$ cat config.mk
export PLATFORM = sky130hd
export DESIGN_NAME = add_csa_tree_pipe
export DESIGN_NICKNAME = d
export VERILOG_FILES = /design/src/rtl/add_csa_pkg.sv /design/src/rtl/csa_3to2.sv /design/src/rtl/full_adder.sv /design/src/rtl/add_csa_tree_pipe.sv
export SDC_FILE = /design/constraint.sdc
export NUM_CORES = 2
export LEC_CHECK = 0
export CAP_MARGIN = 30
export CELL_PAD_IN_SITES_DETAIL_PLACEMENT = 0
export CELL_PAD_IN_SITES_GLOBAL_PLACEMENT = 1
export CORE_MARGIN = 2
export CORE_UTILIZATION = 50
export CTS_CLUSTER_SIZE = 30
export DETAILED_ROUTE_END_ITERATION = 10
export PLACE_DENSITY_LB_ADDON = 0.1
export SLEW_MARGIN = 20
export SYNTH_ARGS = -nofsm -noshare
export SYNTH_HDL_FRONTEND = slang
export SYNTH_HIERARCHICAL = 1
export SYNTH_SLANG_ARGS = --single-unit
$ cat constraint.sdc
create_clock -name clk -period 79.8 [get_ports clk]
set_clock_uncertainty 0.1 [all_clocks]
set_input_delay 11.97 -clock clk [delete_from_list [all_inputs] [get_ports clk]]
set_output_delay 11.97 -clock clk [all_outputs]
set_load 0.005 [all_outputs]
$ cat src/rtl/add_csa_pkg.sv
// Shared sizing helpers for the carry-save adder tree: level count, rows per
// level and output width, all usable in constant expressions.
package add_csa_pkg;

  localparam int MaxLevels = 32;

  function automatic int csa_next(input int n);
    return 2 * (n / 3) + n % 3;
  endfunction

  function automatic int csa_rows(input int ops, input int lvl);
    int n = ops;
    for (int i = 0; i < lvl; i++) n = csa_next(n);
    return n;
  endfunction

  function automatic int csa_levels(input int ops);
    int n = ops;
    int l = 0;
    for (int i = 0; i < MaxLevels; i++) begin
      if (n > 2) begin
        n = csa_next(n);
        l++;
      end
    end
    return l;
  endfunction

  function automatic int csa_out_bits(input int bits, input int ops);
    return bits + $clog2(ops);
  endfunction

endpackage

$ cat src/rtl/csa_3to2.sv
// One row of full adders: three vectors in, sum and unshifted carry out.
module csa_3to2 #(
  parameter int Bits = 8
) (
  input  logic [Bits-1:0] a,
  input  logic [Bits-1:0] b,
  input  logic [Bits-1:0] c,
  output logic [Bits-1:0] sum,
  output logic [Bits-1:0] carry
);
  for (genvar i = 0; i < Bits; i++) begin : g_bit
    full_adder u_fa (
      .a (a[i]),
      .b (b[i]),
      .ci(c[i]),
      .s (sum[i]),
      .co(carry[i])
    );
  end
endmodule

$ cat src/rtl/full_adder.sv
// Single-bit full adder, the cell of every 3:2 compressor row.
module full_adder (
  input  logic a,
  input  logic b,
  input  logic ci,
  output logic s,
  output logic co
);
  assign s  = a ^ b ^ ci;
  assign co = (a & b) | (a & ci) | (b & ci);
endmodule

$ cat src/rtl/add_csa_tree_pipe.sv
// Streaming multi-operand adder: input register, one registered 3:2 level per
// tree stage, final carry-propagate add into the output register.
module add_csa_tree_pipe
  import add_csa_pkg::*;
#(
  parameter int Bits    = 64,
  parameter int Ops     = 8,
  parameter int Signed  = 0,
  parameter int TagBits = 4
) (
  input  logic                               clk,
  input  logic                               reset,
  input  logic                               in_valid,
  output logic                               in_ready,
  input  logic [Ops*Bits-1:0]                in_ops,
  input  logic [TagBits-1:0]                 in_tag,
  output logic                               out_valid,
  input  logic                               out_ready,
  output logic [csa_out_bits(Bits, Ops)-1:0] out_sum,
  output logic [TagBits-1:0]                 out_tag
);

  localparam int OutBits = csa_out_bits(Bits, Ops);
  localparam int L       = csa_levels(Ops);
  localparam int NStg    = L + 2;
  localparam int ExtBits = OutBits - Bits;

  logic                             advance;
  logic [NStg-1:0]                  vld_q;
  logic [NStg-1:0][TagBits-1:0]     tag_q;
  logic [Ops-1:0][OutBits-1:0]      ext, ops_q;
  logic [OutBits-1:0]               sum_q;

  // Whole-pipe stall: nothing moves unless the output slot is free or draining.
  assign advance   = !vld_q[NStg-1] || out_ready;
  assign in_ready  = advance;
  assign out_valid = vld_q[NStg-1];
  assign out_sum   = sum_q;
  assign out_tag   = tag_q[NStg-1];

  for (genvar k = 0; k < Ops; k++) begin : g_ext
    logic [Bits-1:0] op;
    assign op     = in_ops[k*Bits +: Bits];
    assign ext[k] = {{ExtBits{(Signed != 0) & op[Bits-1]}}, op};
  end

  always_ff @(posedge clk) begin
    if (reset) begin
      vld_q <= '0;
      tag_q <= '0;
    end else if (advance) begin
      vld_q <= {vld_q[NStg-2:0], in_valid};
      tag_q <= {tag_q[NStg-2:0], in_tag};
    end
  end

  always_ff @(posedge clk) begin
    if (advance) ops_q <= ext;
  end

  for (genvar l = 0; l < L; l++) begin : g_lvl
    localparam int NIn  = csa_rows(Ops, l);
    localparam int NOut = csa_rows(Ops, l + 1);
    localparam int NTri = NIn / 3;

    logic [NIn-1:0][OutBits-1:0]  rin;
    logic [NOut-1:0][OutBits-1:0] nxt, rows_q;

    if (l == 0) begin : g_src
      assign rin = ops_q;
    end else begin : g_src
      assign rin = g_lvl[l-1].rows_q;
    end

    for (genvar t = 0; t < NTri; t++) begin : g_tri
      logic [OutBits-1:0] cy;
      logic               unused_cy_msb;
      csa_3to2 #(.Bits(OutBits)) u_csa (
        .a    (rin[3*t]),
        .b    (rin[3*t+1]),
        .c    (rin[3*t+2]),
        .sum  (nxt[2*t]),
        .carry(cy)
      );
      // Carry weight is one bit up; the top carry falls outside the modulus.
      assign nxt[2*t+1]    = {cy[OutBits-2:0], 1'b0};
      assign unused_cy_msb = cy[OutBits-1];
    end

    for (genvar p = 0; p < NIn - 3*NTri; p++) begin : g_pass
      assign nxt[2*NTri+p] = rin[3*NTri+p];
    end

    always_ff @(posedge clk) begin
      if (advance) rows_q <= nxt;
    end
  end

  always_ff @(posedge clk) begin
    if (reset) sum_q <= '0;
    else if (advance) sum_q <= g_lvl[L-1].rows_q[0] + g_lvl[L-1].rows_q[1];
  end

endmodule

=== Word-level counts from Yosys, hierarchy flattened ===
Index checks and enable logic that the tools add are counted.

* Div/mod/pow operators: 0
* Multiply operators: 0
* $lt $le $gt $ge: 0
* Mux-type cells: 0
* Equal/unequal tests: 0
* Shift-type cells: 0
* Bitwise operators: 2680
* Add/sub/neg operators: 1
* Reductions and logical operators: 2

{| class="wikitable"
|+ Operator list
! kind !! count
|-
| $and 1x1->1 || 1149
|-
| $xor 1x1->1 || 767
|-
| $or 1x1->1 || 764
|-
| $add 66x66->67 || 1
|-
| $logic_not 1->1 || 1
|-
| $logic_or 1x1->1 || 1
|}

* Memories: 0
* Bits in writable memories: 0
* Bits in read-only memories: 0
* Bits in latches: 0
* Output and inout port bits: 73
* Register bits after elaboration: 1575
* Bits of input ports: 520
* Logic and storage cells: 2714

=== Longest topological paths before layout ===
* Depth after elaboration: 3
* Mapped depth: 13
* Mapped depth without buffers: 13

=== Hierarchy ===
The synthesis kept the hierarchy.

{| class="wikitable"
|+ By module, submodules not included
! module !! times used !! area each (um^2) !! cells each !! seq. area each (um^2)
|-
| add_csa_tree_pipe || 1 || 52371.5 || 2475 || 47105.2
|-
| full_adder || 402 || 20.0 || 1 || 0.0
|}

=== Least setup slack after synthesis ===
OpenSTA, ideal clock, no wires.

* Kind: input to output
* Start: input out_ready
* End: output in_ready
* Setup slack: 14750 ps
* Buffers on the path: 2
* Arrival: 52980 ps
* Data required time: 67730 ps
* Cell stages on the path: 4
* Cells stage by stage: nor2b_1 -> inv_1 -> clkbuf_1 -> buf_1

* Longest elaborated chain between the ends: 1

{| class="wikitable"
|+ RTL lines
! element !! line !! RTL
|-
| start, declared || add_csa_tree_pipe.sv:18 || <nowiki>input logic out_ready,</nowiki>
|-
| $logic_or 1x1->1 || add_csa_tree_pipe.sv:35 || <nowiki>assign advance = !vld_q[NStg-1] || out_ready;</nowiki>
|-
| end, declared || add_csa_tree_pipe.sv:14 || <nowiki>output logic in_ready,</nowiki>
|}

Every way passes these cells.

=== Worst setup path after layout ===
Same ends and word-level chain as after synthesis.

==> impl_results.md <==
- Status: completed
- CTS tree: yes
- H-Tree Depth: 4
- Initial antenna violation count: 9
- WP data arrival: 14.22 ns
- Largest net degree at the start of global routing: 209
- Top-area cell type share of the netlist area: 74.7%
- Fin crit period: 26.29 ns
- Worst reg2reg path startpoint: vld_q[5]
- Max-Cap Viols: 0
- Worst Path Buf+Inv: 4
- Adder-Cell Fraction of Synth Area: 14.7%
- Crit-path leading delay family: buffers and inverters
- Worst slew pin tran: 0.919 ns
- Post-synth top flop: edfxtp_1
- Initial Utilization: 50.4%
- Final #Nets: 4,629
- Synth cell count leaders: edfxtp_1, fa_1, nand2_1, a21oi_1, dfxtp_1
- GRT Total Usage: 17.7%
- Dpl ws: 53.45 ns
- WL per Instance: 20.0 µm
- Synth Area in Simple Gates: 2.35%
- Dpl hpwl: 75,600 µm
- CTS sink cnt: 1,601
- Post-synthesis compound-gate area fraction: 3.63%
- Share of cells above drive strength 1: 7.68%
- Main area contributors after synthesis: edfxtp_1, fa_1, dfxtp_1, ha_1, a21oi_1
- Drt drc: 0
- Gpl congestion: 0.817
- Leak pwr: 0.0271 µW
- Number of port buffers: 592
- Final WL: 108,000 µm
- Final antenna-violating net count: 0
- Via-per-instance ratio: 5.03
- CTS root buf: clkbuf_16
- Placed Cells incl. Taps: 5,078
- Most common cell on crit path: clkdlybuf4s50_1
- Post-synthesis mux area share: 0.0331%
- Crit Path Category: input pin to primary output
- CP Launch Type: input pin
- Worst hold path startpoint: g_lvl[1].rows_q[211]
- Core box area: 120,000 µm²
- Setup WS post-layout: 53.51 ns
- CTS Buffer Depth: 3
- Maximum fanout along the worst path: 65
- Die Ht: 352 µm
- Slew headroom: 38.8%
- Final Max Slew Viols: 0
- Syn avg cell area: 21.0 µm²
- Worst setup path start: out_ready
- TritonRoute pass-1 iters: 5
- Post-CTS sizing: 0
- Yosys cell types: 69
- FMAX: 38.0 MHz
- Req. time, crit path: 67.73 ns
- Skew-Pair Late Insertion Delay: 0.78 ns
- Crit-path cells: clkdlybuf4s50_1 -> nor2b_4 -> buf_4 -> inv_8 -> clkdlybuf4s50_1
- Final setup violation count: 0
- Top-count cell post-synth: edfxtp_1
- Post-synth ARST share: 0%
- First-pass GRT wire length: 164,000 µm
- Die area: 124,000 µm²
- Power Density: 34.0 nW/µm²
- Maximum VDD drop: 0.0000235 V
- Setup Buffers After CTS: 0
- Worst hold path type: flop to flop
- Ports: 593
- Post-Syn Instances: 2,877
- Synth Register Bits: 1,601
- Non-Filler Instances: 5,391
- CP endpoint kind: primary output
- DR vias: 27.1k
- Cell area after synthesis: 60,400 µm²
- GRT Residual Overflow: 0
- Final period util: 32.9%
- Final Hold Violating Endpoints: 0
- Vias in the first global route: 28.9k
- Hold-fix buffers, CTS: 0
- Row cnt: 127
- Chip width: 352 µm
- Drt first-iter violations: 2,201
- Max stage delay cell, worst path: clkdlybuf4s50_1
- Post-Synth XOR/XNOR Area: 0.841%
- CTS buffer count: 165
- Register area share after synthesis: 78.0%
- Synth area leader: edfxtp_1
- Largest family of logic cells by synthesized area: adder cells
- Worst path max stage delay: 0.70 ns
- Synth-to-layout area growth: 22.5%
- EDFF count, synth: 1,504
- Syn. warnings: 6
- Setup_tns: 0 ns
- Worst-path clk slew: 0.06 ns
- Unrepaired setup endpoints after global routing: no
==> placed cells by master, fill, tap and decap left out, drive strengths merged, types with 6 or more instances in the layout <==
cell	synthesis	routed
a211oi	15	15
nor2	57	57
a21oi	144	144
a21boi	6	6
edfxtp	1504	1504
nor2b	8	8
conb	1	29
and3	8	8
nor3	12	12
nand3	16	16
nand4	12	12
fa	403	403
buf	16	29
ha	65	65
clkbuf	35	212
a31oi	11	11
inv	20	29
xnor2	26	26
xor2	32	32
nand2b	10	10
o211ai	9	9
dfxtp	97	97
clkdlybuf4s50	0	591
bufinv	0	10
o21ai	67	67
o21a	9	9
o21bai	9	9
clkinv	0	68
a21o	36	36
nand2	188	188
==> registers in the layout, summed over array words and instances, names as in the netlist <==
| register | flops |
|---|---|
| g_lvl.nxt | 128 |
| g_lvl.rin | 384 |
| g_lvl.rows_q | 992 |
| out_sum | 67 |
| out_tag | 4 |
| tag_q | 20 |
| vld_q | 6 |
==> path summary, 6_finish.rpt <==
path,slack [ns],endpoint,cells after the start
max,53.51,in_ready,5
max reg2reg,75.15,g_lvl[0].rin[165],9
min,0.30,g_lvl[2].rows_q[144],0
min reg2reg,0.30,g_lvl[2].rows_q[144],0
==> report_power, final <==
part	total (µW)	switching, µW	internal [µW]	leakage (µW)
Sequential	1200	81.8	1110	0.0167
Clock	737	310	427	0.00258
Combinational	584	327	257	0.00780
Total	2520	718	1800	0.0271
==> metal layers <==
metal / GRT usage (%) / up-vias / share of wire (%)
li1: - / 12400 / -
met1: 24.8 / 13800 / 43
met2: 27.6 / 750 / 48
met3: 4.47 / 164 / 6.7
met4: 5.33 / 14 / 2.1
met5: 0 / - / 0.077
==> through the flow <==
stage,hold slack (ns),utilization (%),cell area (µm²),power [µW]
global route,0.319,61.7,74000,2660
floorplan,0.300,-,60500,1550
detailed placement,0.305,57.1,68500,1800
global placement,0.303,57.0,68400,1790
CTS,0.310,61.5,73800,2550
finish,0.301,61.7,74000,2520
==> cell families (layout without fill, tap and decap cells) <==
| logic type | count (synthesis) | count (layout) |
|---|---|---|
| other cells | 1 | 30 |
| compound gates | 347 | 347 |
| xor+xnor | 58 | 58 |
| flops | 1601 | 1601 |
| mux | 2 | 2 |
| simple gates | 329 | 329 |
| buf+inv | 71 | 944 |
| fa+ha+maj | 468 | 468 |
==> worst reg2reg max path, cell delays in order (launching register included) <==
cell and delay [ns]:
dfxtp_1 0.33, nor2b_4 0.13, buf_4 0.32, inv_8 0.45
buf_4 0.67, buf_4 0.55, buf_4 0.53, buf_16 0.33
buf_4 0.55, buf_12 0.33
==> area by class of cell <==
type	count	area (µm²)
diodes	1	2.50
fillers	8436	46000
flip-flops and latches	1601	47100
repair buffers	620	6380
well taps	1612	2020
clock buffers	212	4440
clock inverters	92	836
multi-input cells	1233	13100
inverters	20	82.6
(Power assumes the default switching activity.)
